`config.mk`:
```
export PLATFORM = sky130hd
export DESIGN_NAME = phase_scheduler
export DESIGN_NICKNAME = d
export VERILOG_FILES = /design/src/rtl/phase_scheduler.sv
export SDC_FILE = /design/constraint.sdc
export NUM_CORES = 1
export LEC_CHECK = 0
export ABC_AREA = 1
export BUFFER_PORTS_ARGS = -buffer_cell sky130_fd_sc_hd__buf_2
export CAP_MARGIN = 15
export CORE_MARGIN = 5
export CORE_UTILIZATION = 47
export DETAILED_ROUTE_END_ITERATION = 7
export PLACE_DENSITY = 0.83
export SLEW_MARGIN = 20
export SYNTH_ARGS = -nofsm -noshare
export SYNTH_HDL_FRONTEND = slang
export SYNTH_SLANG_ARGS = --single-unit
```
`constraint.sdc`:
```
create_clock -name clk -period 1.6 [get_ports clk]
set_clock_uncertainty 0.15 [all_clocks]
set_input_delay 0.08 -clock clk [delete_from_list [all_inputs] [get_ports clk]]
set_output_delay 0.08 -clock clk [all_outputs]
set_load 0.05 [all_outputs]
```
`src/rtl/phase_scheduler.sv`:
```
// rtl/phase_scheduler.sv - round-robin green-phase sequencer with pedestrian walk and emergency preemption
// Optional PHASE_SKIP_EN: only approaches with a latched request are eligible for a green phase.
module phase_scheduler #(
  parameter int TG_W      = 8,
  parameter int MIN_GREEN = 5,
  parameter int PED_TIME  = 10
) (
  input  logic            clk,
  input  logic            reset,
  input  logic [3:0]      req,
  input  logic            ped_button,
  input  logic            em_button,
  input  logic [1:0]      em_dir,
  input  logic [TG_W-1:0] TG0,
  input  logic [TG_W-1:0] TG1,
  input  logic [TG_W-1:0] TG2,
  input  logic [TG_W-1:0] TG3,
  input  logic            phase_done,
  output logic [3:0]      grant,
  output logic [TG_W-1:0] green_time,
  output logic            start,
  output logic            abort,
  output logic            ped_walk,
  output logic [2:0]      state
);

  localparam int CNT_W = $clog2(PED_TIME + 1);
  localparam logic [TG_W-1:0]  MIN_G    = TG_W'(MIN_GREEN);
  localparam logic [CNT_W-1:0] CNT_LAST = CNT_W'(PED_TIME - 1);

  typedef enum logic [2:0] {
    IDLE  = 3'd0,
    ISSUE = 3'd1,
    WAIT  = 3'd2,
    PED   = 3'd3,
    EMERG = 3'd4
  } state_t;

  state_t           state_q, state_d;
  logic [3:0]       grant_q, grant_d;
  logic [TG_W-1:0]  green_q, green_d;
  logic             start_q, start_d;
  logic             abort_q, abort_d;
  logic             walk_q, walk_d;
  logic [CNT_W-1:0] cnt_q, cnt_d;
  logic [1:0]       ptr_q, ptr_d;
  logic [3:0]       pend_q, pend_d;
  logic             ped_pend_q, ped_pend_d;

  logic [3:0]       pend_clr;
  logic             ped_clr;
  logic [1:0]       pick;
  logic             any_elig;
  logic [TG_W-1:0]  tg_pick;

  function automatic logic [3:0] onehot(input logic [1:0] sel);
    return 4'b0001 << sel;
  endfunction

`ifdef PHASE_SKIP_EN
  // Scan downward so the last hit is the first pending approach at or after ptr.
  always_comb begin
    logic [1:0] cand;
    cand     = ptr_q;
    pick     = ptr_q;
    any_elig = 1'b0;
    for (int k = 3; k >= 0; k--) begin
      cand = ptr_q + 2'(k);
      if (pend_q[cand]) begin
        pick     = cand;
        any_elig = 1'b1;
      end
    end
  end
`else
  assign pick     = ptr_q;
  assign any_elig = 1'b1;
`endif

  always_comb begin
    case (pick)
      2'd0:    tg_pick = TG0;
      2'd1:    tg_pick = TG1;
      2'd2:    tg_pick = TG2;
      default: tg_pick = TG3;
    endcase
  end

  always_comb begin
    state_d  = state_q;
    grant_d  = grant_q;
    green_d  = green_q;
    start_d  = 1'b0;
    abort_d  = 1'b0;
    walk_d   = 1'b0;
    cnt_d    = cnt_q;
    ptr_d    = ptr_q;
    pend_clr = 4'b0000;
    ped_clr  = 1'b0;

    if (em_button) begin
      state_d = EMERG;
      grant_d = onehot(em_dir);
      abort_d = (state_q == WAIT);
      cnt_d   = '0;
    end else begin
      case (state_q)
        IDLE: begin
          grant_d = 4'b0000;
          cnt_d   = '0;
          if (ped_pend_q) begin
            state_d = PED;
            walk_d  = 1'b1;
            ped_clr = 1'b1;
          end else if (any_elig) begin
            state_d = ISSUE;
            grant_d = onehot(pick);
            start_d = 1'b1;
            green_d = (tg_pick < MIN_G) ? MIN_G : tg_pick;
            ptr_d   = pick + 2'd1;
          end
        end
        ISSUE: begin
          state_d  = WAIT;
          pend_clr = grant_q;
        end
        WAIT: begin
          if (phase_done) begin
            grant_d = 4'b0000;
            cnt_d   = '0;
            if (ped_pend_q) begin
              state_d = PED;
              walk_d  = 1'b1;
              ped_clr = 1'b1;
            end else begin
              state_d = IDLE;
            end
          end
        end
        PED: begin
          grant_d = 4'b0000;
          if (cnt_q == CNT_LAST) begin
            state_d = IDLE;
            cnt_d   = '0;
          end else begin
            walk_d = 1'b1;
            cnt_d  = cnt_q + CNT_W'(1);
          end
        end
        EMERG: begin
          // Resume rotation just past the approach the emergency vehicle used.
          state_d  = IDLE;
          grant_d  = 4'b0000;
          ptr_d    = em_dir + 2'd1;
          pend_clr = onehot(em_dir);
        end
        default: begin
          state_d = IDLE;
          grant_d = 4'b0000;
        end
      endcase
    end
  end

  // A new request in the clearing cycle wins so it is never lost.
  assign pend_d     = (pend_q & ~pend_clr) | req;
  assign ped_pend_d = (ped_pend_q & ~ped_clr) | ped_button;

  always_ff @(posedge clk) begin
    if (reset) begin
      state_q    <= IDLE;
      grant_q    <= 4'b0000;
      green_q    <= '0;
      start_q    <= 1'b0;
      abort_q    <= 1'b0;
      walk_q     <= 1'b0;
      cnt_q      <= '0;
      ptr_q      <= 2'd0;
      pend_q     <= 4'b0000;
      ped_pend_q <= 1'b0;
    end else begin
      state_q    <= state_d;
      grant_q    <= grant_d;
      green_q    <= green_d;
      start_q    <= start_d;
      abort_q    <= abort_d;
      walk_q     <= walk_d;
      cnt_q      <= cnt_d;
      ptr_q      <= ptr_d;
      pend_q     <= pend_d;
      ped_pend_q <= ped_pend_d;
    end
  end

  assign grant      = grant_q;
  assign green_time = green_q;
  assign start      = start_q;
  assign abort      = abort_q;
  assign ped_walk   = walk_q;
  assign state      = state_q;

endmodule

```
==> results.py, run 1 <==
metrics = {
    "cts": {
        "ctsHtreeMaxLevel": 1,
        "clock_sinks": 25,
        "worstSkewPairLatency_ns": 0.31,
        "cts_max_path_buffers": 2,
        "cts_setup_buffers": 0,
        "cts_root_buf": "clkbuf_4",
        "cts_tree": "built",
        "numCtsBuffers": 3,
        "path_clk_slew_ns": 0.14,
    },
    "pwr": {
        "p_int_w": 0.000958,
        "p_leak_nw": 0.960,
        "comb_power_share_pct": 35.9,
        "netSwitchingPower_w": 0.000573,
        "power_density_nw_per_um2": 799,
        "seq_power_share_pct": 45.7,
        "ir_worst_vdd_mv": 0.488,
        "swShare_pct": 37.4,
        "p_clk_share_pct": 18.3,
    },
    "logic_synthesis": {
        "synth_top_area_share_pct": 35.4,
        "ys_ff_latch": 25,
        "yosysUniqueCellTypes": 30,
        "ys_warn_count": 0,
        "syn_area_um2": 1410,
        "yosys.area.top_type": "dfxtp_1",
        "ys_seq_area_share_pct": 35.4,
        "synth_area_leaders": "dfxtp_1 35%, nand2_1 11%, nand3_1 8.1%",
        "avgSynthCellArea_um2": 6.76,
        "syn_inst": 209,
        "syn_nets": 254,
    },
    "sta": {
        "max_freq_ghz": 0.657,
        "finalCritPeriodShare_pct": 95.1,
        "slew_violations": 0,
        "setup_violations": 0,
        "fin_crit_ns": 1.52,
        "fin_setup_tns_ns": 0,
        "final_hold_viol_count": 0,
        "tightest_slew_ns": 0.296,
        "slew_headroom_pct": 80.2,
    },
    "cells_and_area": {
        "nNetsFinal": 325,
        "n_fill_cell": 266,
        "fin_cells": 312,
        "area_delta_synth_final_pct": 35.5,
        "drive_above_1_share_pct": 31.9,
        "diodes": 0,
    },
    "global_routing": {
        "antenna_found_initial": 0,
        "grt_use_total_pct": 17.5,
        "grt_pass1_vias": 1428,
        "grt_max_degree": 18,
        "grt_first_pass_wirelength_mm": 5.91,
        "grt_overflow": 0,
    },
    "critical_path": {
        "end_kind": "register",
        "crit_arrival_ns": 1.63,
        "crit_top_cell": "dlygate4sd3_1",
        "crit_type": "input port to register",
        "crit_chain": "dlygate4sd3_1, buf_2, inv_1, nand3_1, dlygate4sd3_1, a31oi_1",
        "cp.required_ns": 1.71,
        "cp-start-kind": "input port",
        "slowest_delay_ns": 0.56,
        "worstPathMaxFanout": 4,
        "critPathSlowestCell": "dlygate4sd3_1",
        "path_buf_inv": 4,
        "crit_family": "buffers and inverters",
    },
    "status": {
        "status": "complete, no violations",
    },
    "drt": {
        "post-route-drc-count": 0,
        "first_pass_iters": 4,
        "via_count": 1577,
        "first_iter_violations": 75,
        "ant_nets": 0,
        "routedWlPerCell_um": 11.4,
        "finalWirelength_mm": 3.55,
        "viasPerCell": 5.05,
    },
    "placed_design": {
        "routabilityCongestion": 0.830,
        "port_buffers": 56,
        "dp.cells": 297,
        "dp_hpwl_mm": 2.68,
    },
    "die": {
        "die_area_um2": 4200,
        "fp.dieW_um": 64.8,
        "boundaryPins": 61,
        "die_h_um": 64.8,
        "start_util_pct": 47.5,
        "num_rows": 20,
        "core-area_um2": 2980,
    },
    "run": {
        "cap_violations": 0,
    },
    "min_path": {
        "hold_class": "input port to register",
    },
}
-- synth_stat cells (all sizes together) --
cell    count
inv        27
or2         8
a21oi      17
nor2       19
nand2      44
nand4       1
ha          2
clkinv      1
clkbuf      1
nand3      25
nor3b       1
o32ai       1
nor3        4
a31oi       4
dfxtp      25
o21ai      23
buf         4
nor4        1
xnor2       1
-- cell type report --
cell class,instances,area [um^2],area share (%)
Sequential cell,25,512,26.7
Timing Repair Buffer,71,424,22.1
Inverter,28,110,5.75
Tap cell,33,41.3,2.16
Clock buffer,4,26.3,1.37
Multi-Input combinational cell,151,802,41.9
-- worst register-to-register path: stages, from the launching register on --
cell	delay, ns
dfxtp_2	0.36
inv_1	0.08
nand2_1	0.07
nor2_2	0.10
inv_1	0.08
nor2_1	0.10
o21ai_0	0.09
inv_1	0.13
nand2_1	0.08
a31oi_2	0.20
-- sequential cells by signal, indices dropped and copies added (netlist names) --
name	cells
cnt_q	4
ped_walk	1
ped_pend_q	1
start	1
green_time	8
state	3
grant	4
pick	2
abort	1
-- cells in the final DEF, fill, tap and decap left out --
cell and n:
buf_2 56, nand2_1 40, inv_1 26, nand3_1 23, dfxtp_1 20, a21oi_1 15
nor2_1 13, o21ai_0 13, dlygate4sd3_1 11, o21ai_1 8, nor2_4 4, nand2_2 4
or2_1 4, nor3_1 4, or2_0 3, a31oi_1 3, clkbuf_4 3, buf_4 3
dfxtp_2 3, o21ai_2 2, nand3_2 2, a21oi_2 2, nor2_2 2, ha_1 2
dfxtp_4 2, nand4_2 1, inv_2 1, inv_6 1, a31oi_2 1, or2_2 1
nor4_1 1, o32ai_1 1, nor3b_1 1, xnor2_1 1, clkbuf_1 1, buf_6 1
-- layer usage --
| metal | global-route usage [%] | routed length (um) | share of wire [%] | up-vias |
|---|---|---|---|---|
| met5 | 0 | 0 | 0 | - |
| met4 | 5.54 | 44 | 1.2 | 0 |
| met3 | 1.56 | 154 | 4.3 | 4 |
| met2 | 31.5 | 1770 | 50 | 44 |
| met1 | 21.7 | 1580 | 45 | 704 |
| li1 | - | - | - | 825 |
-- repair_timing --
action                                 CTS  global route
endpoints found under the hold margin   14             0
gates resized for setup                  0            16
hold buffers                            11             0
setup endpoints to repair                0            10
-- per-stage QoR --
| stage | setup WS (ns) | utilization (%) | total power, W | instance area [um^2] | hold WS [ns] |
|---|---|---|---|---|---|
| 3_3_place_gp | 0.0706 | 58.1 | 0.00122 | 1730 | 0.171 |
| 3_5_place_dp | 0.0591 | 58.1 | 0.00122 | 1730 | 0.174 |
| 2_1_floorplan | 0.0214 | - | 0.00109 | 1420 | 0.0640 |
| 5_1_grt | -0.0107 | 64.3 | 0.00163 | 1920 | 0.00557 |
| 4_1_cts | 0.0269 | 62.7 | 0.00152 | 1870 | 0.00217 |
| 6_report | 0.0781 | 64.3 | 0.00153 | 1920 | 0.00754 |
-- power groups by stage --
stage,combinational [W],clock (W),sequential [W]
after CTS,0.000534,0.000290,0.000694
after detailed placement,0.000513,0,0.000708
final,0.000550,0.000281,0.000700
after floorplan,0.000279,0,0.000810
after global placement,0.000508,0,0.000707
after global routing,0.000607,0.000314,0.000708
-- path summary, 6_finish.rpt --
| check | start | to | slack [ns] | cells after the start |
|---|---|---|---|---|
| hold / removal | TG0[3] | green_time[3] | 0.008 | 5 |
| setup / recovery | em_dir[0] | grant[2] | 0.08 | 6 |
| hold reg to reg | green_time[5] | green_time[5] | 0.34 | 2 |
| setup reg to reg | state[0] | grant[1] | 0.09 | 9 |
-- logic make-up after synthesis --
family / count (synthesis) / share of synthesized area [%]
AND/OR/NAND/NOR: 103 / 34.9
XOR/XNOR: 1 / 0.620
adder cells (fa/ha/maj): 2 / 1.77
buffers and inverters: 33 / 10.3
flip-flops: 25 / 35.4
AO/OA/AOI/OAI: 45 / 17.1
Note: power is estimated with default switching activity, not from simulation.
==> inputs of run 2 (changes only) <==
--- a/config.mk
+++ b/config.mk
@@ -9,9 +9,10 @@
 export BUFFER_PORTS_ARGS = -buffer_cell sky130_fd_sc_hd__buf_2
 export CAP_MARGIN = 15
 export CORE_MARGIN = 5
-export CORE_UTILIZATION = 47
+export CORE_UTILIZATION = 49
+export CTS_BUF_LIST = sky130_fd_sc_hd__clkbuf_8
 export DETAILED_ROUTE_END_ITERATION = 7
-export PLACE_DENSITY = 0.83
+export PLACE_DENSITY = 0.86
 export SLEW_MARGIN = 20
 export SYNTH_ARGS = -nofsm -noshare
 export SYNTH_HDL_FRONTEND = slang
==> results.py, run 2 (same netlist as run 1, synthesis figures left out) <==
metrics = {
    "global_routing": {
        "antenna_found_initial": 0,
        "grt_first_pass_wirelength_mm": 6.21,
        "grt_max_degree": 18,
        "grt_overflow": 0,
        "grt_pass1_vias": 1510,
        "grt_use_total_pct": 18.5,
    },
    "pwr": {
        "seq_power_share_pct": 40.9,
        "comb_power_share_pct": 35.4,
        "p_int_w": 0.00108,
        "power_density_nw_per_um2": 871,
        "p_leak_nw": 0.986,
        "p_total_w": 0.00171,
        "swShare_pct": 37.1,
        "p_clk_share_pct": 23.7,
        "ir_worst_vdd_mv": 0.960,
        "netSwitchingPower_w": 0.000634,
    },
    "sta": {
        "setup_violations": 0,
        "final_hold_viol_count": 0,
        "slew_violations": 0,
        "slew_headroom_pct": 81.0,
        "max_freq_ghz": 0.651,
        "fin_crit_ns": 1.54,
        "tightest_slew_ns": 0.282,
        "fin_setup_tns_ns": 0,
        "finalCritPeriodShare_pct": 96.0,
        "setup_ws_ns": 0.0633,
    },
    "cts": {
        "cts_max_path_buffers": 2,
        "worstSkewPairLatency_ns": 0.28,
        "path_clk_slew_ns": 0.10,
        "ctsHtreeMaxLevel": 1,
        "numCtsBuffers": 3,
        "clock_sinks": 25,
        "cts_root_buf": "clkbuf_8",
        "cts_tree": "built",
    },
    "min_path": {
        "hold_class": "input port to register",
    },
    "drt": {
        "via_count": 1630,
        "routedWlPerCell_um": 12.4,
        "ant_nets": 0,
        "post-route-drc-count": 0,
        "first_pass_iters": 4,
        "viasPerCell": 5.21,
        "finalWirelength_mm": 3.88,
        "first_iter_violations": 65,
    },
    "cells_and_area": {
        "fin_area_um2": 1960,
        "nNetsFinal": 328,
        "final_cell_mix": "56 x buf_2, 39 x nand2_1, 23 x nand3_1",
        "diodes": 0,
        "fin_cells": 313,
        "final_common_cell": "buf_2",
        "largest_register_ffs": 8,
        "drive_above_1_share_pct": 36.2,
        "area_delta_synth_final_pct": 38.8,
    },
    "critical_path": {
        "cp-start-kind": "input port",
        "worstPathMaxFanout": 4,
        "crit_arrival_ns": 1.60,
        "r2r_slack_ns": 0.07,
        "crit_type": "input port to register",
        "cp.required_ns": 1.67,
        "end_kind": "register",
    },
    "die": {
        "num_rows": 19,
        "fp.dieW_um": 63.7,
        "die_area_um2": 4060,
        "start_util_pct": 51.3,
        "boundaryPins": 61,
        "die_h_um": 63.7,
        "core-area_um2": 2760,
    },
    "placed_design": {
        "place_ws_ns": 0.0570,
        "routabilityCongestion": 0.882,
        "port_buffers": 56,
        "dpl_cell_area_um2": 1770,
        "dp.cells": 301,
        "dp_hpwl_mm": 2.84,
    },
    "status": {
        "status": "complete, no violations",
    },
    "run": {
        "cap_violations": 0,
    },
}
-- run 2: changes by cell type in the layout (fill, tap and decap cells not counted), moves of 2 or more --
cell / delta
clkbuf_4: -3
buf_4: +7
clkbuf_8: +3
inv_2: +4
dlygate4sd3_1: -4
inv_1: -5
o21ai_1: +2
-- run 2: layer usage --
layer  GRT usage, %  wire, um  vias to the layer above
met3           4.26       223                        5
met5              0         0                        -
met2           33.5      2010                       45
li1               -         -                      840
met4           6.49        20                        0
met1           21.1      1630                      740
-- run 2: power groups by stage --
stage                     Clock, W  Sequential [W]  Combinational [W]
final                     0.000406        0.000699           0.000605
after global placement           0        0.000706           0.000551
after CTS                 0.000412        0.000694           0.000572
after detailed placement         0        0.000708           0.000558
after global routing      0.000445        0.000705           0.000663
after floorplan                  0        0.000810           0.000279
-- run 2: path summary, 6_finish.rpt --
check,startpoint,to,depth (start not counted)
worst max-delay path,em_dir[0],grant[2],6
worst min register to register,grant[0],grant[0],2
worst min-delay path,phase_done,ped_walk,5
worst max register to register,pick[1],green_time[1],9
-- run 2: what timing repair did --
action,4_1_cts,5_1_grt
hold endpoints to repair,9,0
setup buffers,0,1
gates resized for setup,0,26
hold buffers,7,0
setup endpoints to repair,0,12
-- run 2: through the flow --
step | hold slack (ns) | utilization [%]
floorplan | 0.0640 | -
global placement | 0.168 | 64.3
detailed placement | 0.190 | 64.3
CTS | 0.00582 | 68.6
global route | 0.0422 | 71.2
finish | 0.0209 | 71.2
-- run 2: cell type report --
cell class	count	area (um^2)
inverters	28	113
well taps	31	38.8
clock inverters	1	8.76
fillers	216	795
flip-flops and latches	25	514
multi-input cells	151	811
clock buffers	3	41.3
repair buffers	74	437
-- run 2: critical path: stages --
cell and delay (ns):
dlygate4sd3_1 0.53, buf_2 0.13, inv_2 0.07, nand3_1 0.07, dlygate4sd3_1 0.56, a31oi_1 0.17
